### config.mk
export PLATFORM = sky130hd
export DESIGN_NAME = glitch_pulser
export DESIGN_NICKNAME = d
export VERILOG_FILES = /design/src/rtl/glitch_pulser.sv
export SDC_FILE = /design/constraint.sdc
export NUM_CORES = 1
export LEC_CHECK = 0
export CAP_MARGIN = 25
export CELL_PAD_IN_SITES_DETAIL_PLACEMENT = 1
export CELL_PAD_IN_SITES_GLOBAL_PLACEMENT = 1
export CORE_ASPECT_RATIO = 0.9
export CORE_MARGIN = 8
export CORE_UTILIZATION = 37
export CTS_CLUSTER_DIAMETER = 150
export DETAILED_ROUTE_END_ITERATION = 8
export PLACE_DENSITY = 0.85
export SYNTH_ARGS = -nofsm -noshare
export SYNTH_HDL_FRONTEND = slang
export SYNTH_SLANG_ARGS = --single-unit
### constraint.sdc
create_clock -name clk -period 2.2 [get_ports clk]
set_input_delay 0.22 -clock clk [delete_from_list [all_inputs] [get_ports clk]]
set_output_delay 0.22 -clock clk [all_outputs]
set_load 0.01 [all_outputs]
### src/rtl/glitch_pulser.sv
// Glitch pulse-train generator: armed by firmware, triggered by reset-done, then emits
// N pulses of W high cycles separated by G low cycles after a D+1 cycle delay.
module glitch_pulser #(
  parameter int unsigned CNT_W = 16,
  parameter int unsigned REP_W = 8
) (
  input  logic             clk,
  input  logic             rst,
  input  logic             arm_i,
  input  logic             abort_i,
  input  logic             trigger_i,
  input  logic [CNT_W-1:0] delay_i,
  input  logic [CNT_W-1:0] width_i,
  input  logic [CNT_W-1:0] gap_i,
  input  logic [REP_W-1:0] count_i,
  output logic             glitch_o,
  output logic             armed_o,
  output logic             busy_o,
  output logic             done_o
);

  localparam int unsigned ST_W = 3;

  localparam logic [ST_W-1:0] S_IDLE  = 3'd0;
  localparam logic [ST_W-1:0] S_ARMED = 3'd1;
  localparam logic [ST_W-1:0] S_DELAY = 3'd2;
  localparam logic [ST_W-1:0] S_PULSE = 3'd3;
  localparam logic [ST_W-1:0] S_GAP   = 3'd4;

  logic [ST_W-1:0]  state_q, state_n;
  logic [CNT_W-1:0] cnt_q, cnt_n;
  logic [REP_W-1:0] pcnt_q, pcnt_n;
  logic [CNT_W-1:0] dly_q, wid_last_q, gap_last_q;
  logic [REP_W-1:0] num_last_q;
  logic             latch_c;
  logic             done_n;

  // Zero-substituted terminal counts: a programmed 0 behaves as 1, i.e. last index 0
  logic [CNT_W-1:0] wid_last_c, gap_last_c;
  logic [REP_W-1:0] num_last_c;

  assign wid_last_c = (width_i == '0) ? '0 : width_i - CNT_W'(1);
  assign gap_last_c = (gap_i   == '0) ? '0 : gap_i   - CNT_W'(1);
  assign num_last_c = (count_i == '0) ? '0 : count_i - REP_W'(1);

  always_ff @(posedge clk) begin
    if (rst) state_q <= S_IDLE;
    else     state_q <= state_n;
  end

  always_comb begin
    state_n = state_q;
    cnt_n   = cnt_q;
    pcnt_n  = pcnt_q;
    latch_c = 1'b0;
    done_n  = 1'b0;
    if (abort_i) begin
      state_n = S_IDLE;
      cnt_n   = '0;
      pcnt_n  = '0;
    end else begin
      case (state_q)
        S_IDLE: begin
          if (arm_i) state_n = S_ARMED;
        end
        S_ARMED: begin
          // Trigger beats a simultaneous arm drop
          if (trigger_i) begin
            latch_c = 1'b1;
            state_n = S_DELAY;
            cnt_n   = '0;
            pcnt_n  = '0;
          end else if (!arm_i) begin
            state_n = S_IDLE;
          end
        end
        S_DELAY: begin
          if (cnt_q == dly_q) begin
            state_n = S_PULSE;
            cnt_n   = '0;
          end else begin
            cnt_n = cnt_q + CNT_W'(1);
          end
        end
        S_PULSE: begin
          if (cnt_q == wid_last_q) begin
            cnt_n = '0;
            if (pcnt_q == num_last_q) begin
              state_n = S_IDLE;
              pcnt_n  = '0;
              done_n  = 1'b1;
            end else begin
              state_n = S_GAP;
              pcnt_n  = pcnt_q + REP_W'(1);
            end
          end else begin
            cnt_n = cnt_q + CNT_W'(1);
          end
        end
        S_GAP: begin
          if (cnt_q == gap_last_q) begin
            state_n = S_PULSE;
            cnt_n   = '0;
          end else begin
            cnt_n = cnt_q + CNT_W'(1);
          end
        end
        default: begin
          state_n = S_IDLE;
          cnt_n   = '0;
          pcnt_n  = '0;
        end
      endcase
    end
  end

  // Counters and train parameters captured on the accepting trigger
  always_ff @(posedge clk) begin
    if (rst) begin
      cnt_q      <= '0;
      pcnt_q     <= '0;
      dly_q      <= '0;
      wid_last_q <= '0;
      gap_last_q <= '0;
      num_last_q <= '0;
    end else begin
      cnt_q  <= cnt_n;
      pcnt_q <= pcnt_n;
      if (latch_c) begin
        dly_q      <= delay_i;
        wid_last_q <= wid_last_c;
        gap_last_q <= gap_last_c;
        num_last_q <= num_last_c;
      end
    end
  end

  // Outputs decoded from next state so they line up with the state they describe
  always_ff @(posedge clk) begin
    if (rst) begin
      glitch_o <= 1'b0;
      armed_o  <= 1'b0;
      busy_o   <= 1'b0;
      done_o   <= 1'b0;
    end else begin
      glitch_o <= (state_n == S_PULSE);
      armed_o  <= (state_n == S_ARMED);
      busy_o   <= (state_n == S_DELAY) || (state_n == S_PULSE) || (state_n == S_GAP);
      done_o   <= done_n;
    end
  end

endmodule

==> metrics, run 1 <==
status=finished with violations; failing checks=negative setup slack; worst skew pair latency=0.35 ns; mapped cell area=roughly 4800 um2; WP data required=between 2 and 2.5 ns; pin count of the biggest net entering global routing=57; clk buf depth=2; Total GRT Usage=21.11%; Die ar.=16810 um2; MaxCap Viol Count=0; initial antenna violation count=0; synth unique cells=51; leakage power total=2.416 nW; Worst setup EP type=flip-flop; total gr overflow=0; num rows=39; Compound-Gate Fraction of Synth Area=15.35%; Filler cells=around 1500; vias in the first global route=5253; fin crit share=100.8%; Worst-path clk slew=0.07 ns; number of I/O port buffers=64; diode count=0; final worst path period need=2.218 ns; Tot Pwr=3.566 mW; Post-CTS Setup Repair Bufs=0; Residual DRC=0; Slew @ Worst Pin=0.7169 ns; Antenna Nets Post-Route=0; Root Driver=clkbuf_16; first-pass GRT wire length=27790 um; Synth Area in Simple Gates=24.12%; Cell Pwr Density=approximately 550 nW/um2; CTS Sinks=87; Area Overhead vs Synth=35.83%; endpoints failing hold=0; FF+latch count, synth=87; worst-path fanout max=10; main combinational cell family by area after synthesis=simple AND/OR/NAND/NOR gates; Via-to-Cell Ratio=about 5.7; detailed placement HPWL=around 12000 um; Seq/Total Area, Yosys=between 30% and 40%; Syn. warnings=0; CTS tree=done; adder-cell share of the synthesized area=under 10%; Post-synth EDFFs=0; Synth Area in XOR/XNOR=between 10% and 20%; Critical Path AT=around 2.4 ns; drt pass-1 iters=5; RSZ-0062 raised after global routing=yes; max frequency=0.4509 GHz; initial core utilization=a little under two fifths; worst min path class=input port to flip-flop; Num CTS Buffers=9; Chip Height=123.8 um; Syn Inst Count=570; Starting DRT DRC Count=295; final-report setup violation count=6; Die W=about 140 um; top_reg_cell synth=dfxtp_1; Post-CTS Hold Fix Bufs=0; mux cell area share after synthesis=0.8905%; Rel. slew slack=51.81%; # IOs=65; layout cells sized above 1=21.40%; Slew Limit Fails=0; CORE AREA=12640 um2; syn_nets=636; crit path launch type=flip-flop; overall routed net length=~18000 um; RePlAce Congestion=0.9050; DR WL/cell=21.06 um; Final Net Count=748; async set-reset flop share out of synthesis=0%; maximum VDD drop=0.4103 mV; clk_skew=0.005535 ns; syn avg cell area=between 8 and 9 um2; Worst R2R Setup Slack=-0.02 ns; Final WS setup=-0.01765 ns; CTS H-tree lvls=3; DR vias=4824; final setup TNS=-0.06143 ns; critical path class=flip-flop to flip-flop
## path summary, 6_finish.rpt
path / from / endpoint / cells after the start
min: rst / glitch_o / 4
min reg2reg: dly_q[2] / dly_q[2] / 2
max reg2reg: cnt_q[15] / cnt_q[6] / 9
max: cnt_q[15] / cnt_q[6] / 9
## synthesized netlist by cell type (4+ instances only)
master	instances	area share, %
dfxtp_1	87	36
nor2_1	73	5.7
xnor2_1	61	11
nand2_1	52	4.1
xor2_1	32	5.9
clkbuf_1	29	2.3
a21oi_1	27	2.8
a22oi_1	25	3.9
nand4_1	15	2.0
nor3_1	15	1.6
a31oi_1	12	1.6
nor4_1	12	1.6
inv_1	11	0.86
nand3_1	10	1.0
nand2b_1	9	1.2
a2bb2oi_1	7	1.3
and3_1	7	0.92
buf_2	7	0.73
or4_1	7	1.1
o31ai_1	6	0.94
ha_1	5	1.3
a22oi_2	4	1.0
nor3b_1	4	0.63
## cell type report
type | count | area [um2] | area share (%)
repair buffers | 143 | 1265 | 19.49
multi-input cells | 430 | 2922 | 45.03
well taps | 164 | 205.2 | 3.162
flip-flops and latches | 87 | 1760 | 27.13
inverters | 11 | 41.29 | 0.6363
clock buffers | 11 | 252.7 | 3.895
clock inverters | 5 | 42.54 | 0.6556
## power by group
part | total [mW] | internal [mW] | switching (mW) | leakage [nW]
logic | 0.454 | 0.238 | 0.216 | 1.57
registers | 1.60 | 1.59 | 0.0136 | 0.707
clock network | 1.51 | 0.835 | 0.677 | 0.142
## flip-flops by register name, indices dropped and copies added (netlist names)
register and flops:
wid_last_q 16, gap_last_q 16, cnt_q 16, state_q 3
armed_o 1, dly_q 16, glitch_o 1, num_last_q 8
pcnt_q 8, busy_o 1, done_o 1
## stage by stage
stage,instance area (um2),setup slack (ns),utilization [%],hold WS (ns),instances
2_1_floorplan,4777,0.1693,-,0.3560,570
3_3_place_gp,6060,-0.1900,47.95,0.4569,835
3_5_place_dp,6060,-0.2988,47.95,0.4685,835
4_1_cts,6382,-0.0003499,50.50,0.3632,851
5_1_grt,6489,-0.06319,51.34,0.4147,851
6_report,6489,-0.01765,51.34,0.3811,851
## cells by family after synthesis
family | after synthesis
mux | 4
compound gates | 102
simple gates | 226
buf+inv | 53
xor+xnor | 93
flops | 87
fa+ha+maj | 5
## timing repair
item                                    CTS  global route
pin swaps                                 1             4
endpoints found under the setup margin   27            36
cloned                                    0             0
resized for setup                         9            26
## layer usage
| metal | up-vias | track usage, % | share of wire (%) |
|---|---|---|---|
| met5 | - | 0 | 0 |
| met4 | 0 | 11.23 | 3.8 |
| met3 | 63 | 4.274 | 5.3 |
| met2 | 187 | 37.56 | 51 |
| met1 | 2360 | 23.48 | 40 |
| li1 | 2214 | - | - |
## critical path, cell delays in order, from the launching register on
cell and delay [ns]:
dfxtp_1 0.49, buf_4 0.20, xnor2_1 0.12, nand4_1 0.21
nor4_4 0.33, buf_4 0.20, nor2_2 0.08, a211oi_4 0.23
buf_12 0.17, nor4_1 0.06
## cells in the final DEF (no fill, tap or decap), types with 11 or more instances in the layout
| cell type | instances |
|---|---|
| a21oi_1 | 27 |
| a22oi_1 | 23 |
| a31oi_1 | 12 |
| buf_4 | 74 |
| clkdlybuf4s50_1 | 63 |
| dfxtp_1 | 78 |
| inv_1 | 11 |
| nand2_1 | 51 |
| nand4_1 | 15 |
| nor2_1 | 72 |
| nor3_1 | 13 |
| xnor2_1 | 60 |
| xor2_1 | 32 |
Note: power is estimated with default switching activity, not from simulation.
==> inputs of run 2 (changes only) <==
--- a/config.mk
+++ b/config.mk
@@ -13,6 +13,7 @@
 export CORE_UTILIZATION = 37
 export CTS_CLUSTER_DIAMETER = 150
 export DETAILED_ROUTE_END_ITERATION = 8
+export HOLD_SLACK_MARGIN = 0.1
 export PLACE_DENSITY = 0.85
 export SYNTH_ARGS = -nofsm -noshare
 export SYNTH_HDL_FRONTEND = slang
==> results of run 2 <==
No change in the layout: final DEF, timing and power equal those of run 1.
